<file path="src/rtl/acc_pkg.sv">
// Shared types for the accumulator bank: command op-codes and FSM states.
package acc_pkg;

  typedef enum logic [2:0] {
    OP_NOP      = 3'd0,
    OP_LOAD_BUS = 3'd1,
    OP_LOAD_ALU = 3'd2,
    OP_INC      = 3'd3,
    OP_DEC      = 3'd4,
    OP_CLR      = 3'd5,
    OP_SHL      = 3'd6,
    OP_SHR      = 3'd7
  } acc_op_e;

  typedef enum logic {
    ST_IDLE  = 1'b0,
    ST_SHIFT = 1'b1
  } acc_state_e;

endpackage

</file>
<file path="src/rtl/acc_alu_step.sv">
// One-step arithmetic for an accumulator: INC/DEC (wrapping or saturating)
// and single-bit zero-filling shifts, with the matching carry/borrow/shift-out bit.
module acc_alu_step
  import acc_pkg::*;
#(
  parameter int W   = 12,
  parameter bit SAT = 1'b0
) (
  input  acc_op_e        op,
  input  logic [W-1:0]   value,
  output logic [W-1:0]   next_val,
  output logic           carry_out
);

  logic all_ones;
  logic all_zero;

  assign all_ones = &value;
  assign all_zero = ~|value;

  // Next value and carry for a single step of the requested operation
  always_comb begin
    next_val  = value;
    carry_out = 1'b0;
    case (op)
      OP_INC: begin
        carry_out = all_ones;
        next_val  = (SAT && all_ones) ? value : value + W'(1);
      end
      OP_DEC: begin
        carry_out = all_zero;
        next_val  = (SAT && all_zero) ? value : value - W'(1);
      end
      OP_SHL: begin
        carry_out = value[W-1];
        next_val  = {value[W-2:0], 1'b0};
      end
      OP_SHR: begin
        carry_out = value[0];
        next_val  = {1'b0, value[W-1:1]};
      end
      default: begin
        next_val  = value;
        carry_out = 1'b0;
      end
    endcase
  end

endmodule

</file>
<file path="src/rtl/acc_bank.sv">
// Accumulator bank between the data bus and the ALU: single-cycle load/inc/dec/clr,
// multi-cycle serial shifts behind a ready/valid handshake, and an R capture register.
module acc_bank
  import acc_pkg::*;
#(
  parameter int W       = 12,
  parameter int NUM_ACC = 4,
  parameter bit SAT     = 1'b0,
  localparam int SELW   = $clog2(NUM_ACC),
  localparam int SHW    = $clog2(W)
) (
  input  logic            clk,
  input  logic            rst_n,
  input  logic            cmd_valid,
  output logic            cmd_ready,
  input  logic [2:0]      cmd_op,
  input  logic [SELW-1:0] cmd_sel,
  input  logic [SHW-1:0]  cmd_shamt,
  input  logic [W-1:0]    bus_in,
  input  logic [W-1:0]    alu_res,
  input  logic            r_load,
  input  logic [SELW-1:0] out_sel,
  output logic [W-1:0]    acc_out,
  output logic [W-1:0]    alu_opnd,
  output logic [W-1:0]    r_out,
  output logic            zero,
  output logic            carry,
  output logic            busy
);

  acc_state_e      state;
  acc_state_e      state_next;
  logic [W-1:0]    acc [NUM_ACC];
  logic [SELW-1:0] shift_sel;
  logic            shift_dir;
  logic [SHW-1:0]  count;

  acc_op_e         op_in;
  logic            accept;
  acc_op_e         step_op;
  logic [SELW-1:0] step_sel;
  logic [W-1:0]    step_val;
  logic            step_carry;

  logic            wr_en;
  logic [SELW-1:0] wr_sel;
  logic [W-1:0]    wr_val;
  logic            carry_en;
  logic            carry_val;
  logic            opnd_en;
  logic            shift_start;

  assign op_in     = acc_op_e'(cmd_op);
  assign busy      = (state == ST_SHIFT);
  assign cmd_ready = !busy;
  assign accept    = cmd_valid && cmd_ready;
  assign acc_out   = acc[out_sel];

  // The shared step unit works on the shifting accumulator while busy, else on the command target
  assign step_sel = busy ? shift_sel : cmd_sel;
  assign step_op  = busy ? (shift_dir ? OP_SHR : OP_SHL) : op_in;

  acc_alu_step #(
    .W   (W),
    .SAT (SAT)
  ) u_step (
    .op        (step_op),
    .value     (acc[step_sel]),
    .next_val  (step_val),
    .carry_out (step_carry)
  );

  // Next-state and write-control decode
  always_comb begin
    state_next  = state;
    wr_en       = 1'b0;
    wr_sel      = cmd_sel;
    wr_val      = step_val;
    carry_en    = 1'b0;
    carry_val   = step_carry;
    opnd_en     = 1'b0;
    shift_start = 1'b0;
    case (state)
      ST_IDLE: begin
        if (accept) begin
          case (op_in)
            OP_LOAD_BUS: begin
              wr_en   = 1'b1;
              wr_val  = bus_in;
              opnd_en = 1'b1;
            end
            OP_LOAD_ALU: begin
              wr_en   = 1'b1;
              wr_val  = alu_res;
              opnd_en = 1'b1;
            end
            OP_INC, OP_DEC: begin
              wr_en    = 1'b1;
              carry_en = 1'b1;
            end
            OP_CLR: begin
              wr_en     = 1'b1;
              wr_val    = '0;
              carry_en  = 1'b1;
              carry_val = 1'b0;
            end
            OP_SHL, OP_SHR: begin
              if (cmd_shamt != '0) begin
                shift_start = 1'b1;
                state_next  = ST_SHIFT;
              end
            end
            default: begin
              wr_en = 1'b0;
            end
          endcase
        end
      end
      ST_SHIFT: begin
        wr_en    = 1'b1;
        wr_sel   = shift_sel;
        carry_en = 1'b1;
        if (count == SHW'(1)) begin
          state_next = ST_IDLE;
        end
      end
      default: begin
        state_next = ST_IDLE;
      end
    endcase
  end

  // FSM state register
  always_ff @(posedge clk or negedge rst_n) begin
    if (!rst_n) begin
      state <= ST_IDLE;
    end else begin
      state <= state_next;
    end
  end

  // Accumulator array, written by at most one op per cycle
  always_ff @(posedge clk or negedge rst_n) begin
    if (!rst_n) begin
      for (int i = 0; i < NUM_ACC; i++) begin
        acc[i] <= '0;
      end
    end else if (wr_en) begin
      acc[wr_sel] <= wr_val;
    end
  end

  // Flags and ALU operand register follow whatever was just written
  always_ff @(posedge clk or negedge rst_n) begin
    if (!rst_n) begin
      zero     <= 1'b0;
      carry    <= 1'b0;
      alu_opnd <= '0;
    end else begin
      if (wr_en) begin
        zero <= (wr_val == '0);
      end
      if (carry_en) begin
        carry <= carry_val;
      end
      if (opnd_en) begin
        alu_opnd <= wr_val;
      end
    end
  end

  // Shift bookkeeping: target, direction and remaining step count
  always_ff @(posedge clk or negedge rst_n) begin
    if (!rst_n) begin
      shift_sel <= '0;
      shift_dir <= 1'b0;
      count     <= '0;
    end else if (shift_start) begin
      shift_sel <= cmd_sel;
      shift_dir <= (op_in == OP_SHR);
      count     <= cmd_shamt;
    end else if (busy) begin
      count <= count - SHW'(1);
    end
  end

  // R register captures the bus independently of the command path
  always_ff @(posedge clk or negedge rst_n) begin
    if (!rst_n) begin
      r_out <= '0;
    end else if (r_load) begin
      r_out <= bus_in;
    end
  end

endmodule

</file>
<file path="config.mk">
export PLATFORM = sky130hd
export DESIGN_NAME = acc_bank
export DESIGN_NICKNAME = d
export VERILOG_FILES = /design/src/rtl/acc_pkg.sv /design/src/rtl/acc_alu_step.sv /design/src/rtl/acc_bank.sv
export SDC_FILE = /design/constraint.sdc
export NUM_CORES = 1
export LEC_CHECK = 0
export CORE_ASPECT_RATIO = 0.5
export CORE_MARGIN = 3
export CORE_UTILIZATION = 47
export DETAILED_ROUTE_END_ITERATION = 16
export PLACE_DENSITY = 0.86
export SYNTH_ARGS = -nofsm -noshare
export SYNTH_HDL_FRONTEND = slang
export SYNTH_SLANG_ARGS = --single-unit
</file>
<file path="constraint.sdc">
create_clock -name clk -period 4.42 [get_ports clk]
set_input_delay 0.884 -clock clk [delete_from_list [all_inputs] [get_ports clk]]
set_output_delay 0.884 -clock clk [all_outputs]
set_load 0.05 [all_outputs]
</file>
==> impl_metrics.env <==
export IMPL_status="completed"
export IMPL_cts_clk_slew_worst_paths_ns=0.06
export IMPL_worst_slack_ns=0.255
export IMPL_crit_path_max_fanout=5
export IMPL_grt_usage_pct=25.4
export IMPL_max_slew_worst_pin_slew_ns=1.04
export IMPL_synth_cells=486
export IMPL_dpl_hpwl_mm=10.8
export IMPL_vias=4520
export IMPL_first_global_vias=4528
export IMPL_fin_worst_skew_ns=0.0112
export IMPL_powerDensity_nw_per_um2=717
export IMPL_clk_insertion_delay_late_ns=0.35
export IMPL_cp_common_cell="buf_4"
export IMPL_dp_slack_ns=-0.285
export IMPL_path_cells="clkdlybuf4s50_1 -> mux2_4 -> buf_4 -> buf_4 -> mux2i_1 -> mux2i_1 -> ha_1 -> nand2_1 -> buf_4 -> nor2b_1 -> a2111oi_2 -> buf_4 -> o31ai_1 -> xnor2_1 -> o21ai_0 -> nand2_1 -> buf_4 -> o21ai_0"
export IMPL_synth_edf_count=0
export IMPL_regToRegSetupSlack_ns=0.58
export IMPL_finalCriticalPeriod_ns=4.16
export IMPL_numCtsBuffers=9
export IMPL_holdPathEnd="alu_opnd[9]$_DFFE_PN0P_"
export IMPL_p_leak_nw=2.85
export IMPL_hold_buffers=0
export IMPL_syn_area_um2=5000
export IMPL_ys_types=69
export IMPL_dpl_cell_area_um2=6250
export IMPL_avgSynthCellArea_um2=10.3
export IMPL_worstPathRequired_ns=4.67
export IMPL_drc=0
export IMPL_area_growth_pct=32.0
export IMPL_hold_viol_final=0
export IMPL_regToRegStartpoint="busy$_DFF_PN0_"
export IMPL_yosysWarnings=0
export IMPL_grt_first_pass_wirelength_mm=24.0
export IMPL_fin_tns_setup_ns=0
export IMPL_synthFlopType="dfrtp_1"
export IMPL_max_vdd_ir_drop_v=0.000309
export IMPL_fmax_mhz=240
export IMPL_r2r_end="acc[47]$_DFFE_PN0P_"
export IMPL_async_flop_share_pct=100
export IMPL_hold_path_cell_count=2
export IMPL_cp_arrival_ns=4.41
export IMPL_overflow=0
export IMPL_dr_pass1_iters=5
export IMPL_die_w_um=152
export IMPL_drv_cap=0
export IMPL_ios=79
export IMPL_fp_row_count=25
export IMPL_fp_dieH_um=79.0
export IMPL_drtAntennaViolNets=0
export IMPL_clockBufferDepth=2
export IMPL_worstSetupPathType="input pin to flip-flop"
export IMPL_yosysSeqAreaShare_pct=41.0
export IMPL_gp_congestion=0.903
export IMPL_p_total_mw=4.73
export IMPL_syn_nets=538
export IMPL_cts_root_buf="clkbuf_16"
export IMPL_ys_seq_elements=82
export IMPL_final_layout_size_suffix_gt1_share_pct=21.0
export IMPL_final_nets=654
export IMPL_reg2reg_depth=15
export IMPL_slew_viol_final=0
export IMPL_crit_path_start_kind="input pin"
export IMPL_antenna_found_initial=1
export IMPL_min_from="alu_opnd[9]$_DFFE_PN0P_"
export IMPL_htreeDepth=3
export IMPL_design_area_um2=6600
export IMPL_cts_tree="yes"
export IMPL_grt_max_degree=83
export IMPL_relSlewSlack_pct=30.9
export IMPL_cts_sinks=82
export IMPL_fin_crit_sh_pct=94.2
export IMPL_start_util_pct=50.6
export IMPL_setup_viol=0
export IMPL_wl_mm=14.9
export IMPL_via_per_inst=6.09
export IMPL_fp_coreArea_um2=9880
export IMPL_drt_iter0_markers=501
export IMPL_seq_area_um2=2050
export IMPL_wl_per_cell_um=20.0
export IMPL_rsz0062_at_grt="false"
export IMPL_port_buffer_count=78
export IMPL_fillers=797
export IMPL_max_stage_delay_ns=0.47
export IMPL_multiInputGateArea_um2=2820
export IMPL_hp_class="flip-flop to flip-flop"
export IMPL_dieArea_um2=12000
export IMPL_crit_slowest_cell="a2111oi_2"
export IMPL_cp_end_kind="flip-flop"
[metrics by stage]
step                      cells  hold WS [ns]  utilization [%]
after global placement      726         0.458             63.2
after CTS                   741         0.486             66.5
after floorplan             486         0.458                -
after global routing        742         0.499             66.8
after detailed placement    726         0.466             63.2
final                       742         0.484             66.8
[power by group]
part / internal [mW] / leakage, nW / switching (mW)
Combinational: 1.13 / 1.64 / 1.56
Clock: 0.523 / 0.154 / 0.309
Sequential: 1.00 / 1.06 / 0.207
[how the worst max path moves through the flow]
stage / startpoint / end / cells past startpoint
floorplan: cmd_op[2] / zero$_DFFE_PN0P_ / 13
global placement: cmd_sel[0] / acc[9]$_DFFE_PN0P_ / 13
detailed placement: cmd_sel[0] / acc[21]$_DFFE_PN0P_ / 13
CTS: cmd_sel[0] / acc[21]$_DFFE_PN0P_ / 13
global route: cmd_sel[1] / acc[47]$_DFFE_PN0P_ / 18
finish: cmd_sel[1] / acc[47]$_DFFE_PN0P_ / 18
[registers in the layout, summed over array words and instances, names as in the netlist]
signal / count
acc: 48
alu_opnd: 12
r_out: 12
count: 4
shift_sel: 2
busy: 1
carry: 1
shift_dir: 1
zero: 1
[cell usage in the layout, fill, tap and decap left out, drive strengths merged, types with 3 or more instances in the layout]
cell type      synthesis  routed
and4                   3       3
mux2i                 23      23
xor2                   6       6
nor2                  12      12
o21ai                 68      68
ha                    12      12
inv                    7       7
nor4                   3       3
clkbuf                18      11
xnor2                  5       5
a221o                  3       3
buf                   11      57
clkdlybuf4s50          0      77
nand3                  6       6
dfrtp                 82      82
nor3                   6       6
a22o                   3       3
a221oi                 4       4
nand2                 77      77
mux4                  18      18
mux2                  25      25
a22oi                 16      16
a211oi                 4       4
a222oi                 3       3
nor2b                  5       5
a21o                   6       6
a21oi                 10      10
nor4b                  3       3
nor3b                  6       6
nand4                  4       4
[timing repair]
action	4_1_cts	5_1_grt
endpoints found under the setup margin	0	9
resized for setup	0	7
buffers inserted	0	0
[Yosys cell counts, types with 3 or more instances]
master	n	share of area, %
a211oi_1	4	0.60
a21o_1	6	0.90
a21oi_1	9	0.90
a221o_1	3	0.60
a221oi_1	4	0.70
a222oi_1	3	0.60
a22o_1	3	0.53
a22oi_1	16	2.4
and4_1	3	0.53
buf_2	6	0.60
clkbuf_1	18	1.4
dfrtp_1	82	41
ha_1	12	3.0
inv_1	7	0.53
mux2_2	24	5.4
mux2i_1	23	4.6
mux4_2	17	7.7
nand2_1	77	5.8
nand3_1	6	0.60
nand4_1	3	0.38
nor2_1	12	0.90
nor2b_1	5	0.63
nor3_1	6	0.60
nor3b_1	5	0.75
nor4_1	3	0.38
o21ai_0	66	6.6
xnor2_1	5	0.88
xor2_1	6	1.1
[worst max-delay path, delay by kind of cell]
kind	cells	cell delay [ns]
adder cells (fa/ha/maj)	1	0.33
buffers and inverters	6	1.26
AO/OA/AOI/OAI	4	0.85
multiplexers	3	0.69
AND/OR/NAND/NOR	3	0.27
XOR/XNOR	1	0.13
[cells by family (layout without fill, tap and decap cells)]
kind of cell               count (synthesis)  in the layout  synth area share [%]
AOI/OAI and AO/OA                        142            142                  18.6
and+or+nand+nor                          136            136                  13.4
DFF                                       82             82                  41.0
muxes                                     66             66                  18.5
buffers and inverters                     36            156                  3.23
adders and majority gates                 13             13                  3.40
xor gates and xnor gates                  11             11                  1.93
other                                      0              1                     0
[final cells by class]
cell class | count | area share [%]
well taps | 135 | 2.56
multi-input cells | 368 | 42.8
flip-flops and latches | 82 | 31.1
inverters | 7 | 0.398
clock buffers | 11 | 3.83
clock inverters | 4 | 1.14
diodes | 1 | 0.0379
repair buffers | 134 | 18.2
[routing by layer]
metal	track usage (%)	vias to the layer above	wire length [um]
met5	0	-	0
met4	8.70	0	386
met3	6.31	38	1210
met2	39.8	219	6630
met1	34.8	2188	6630
li1	-	2075	-
Power figures use the tool's default switching activity.
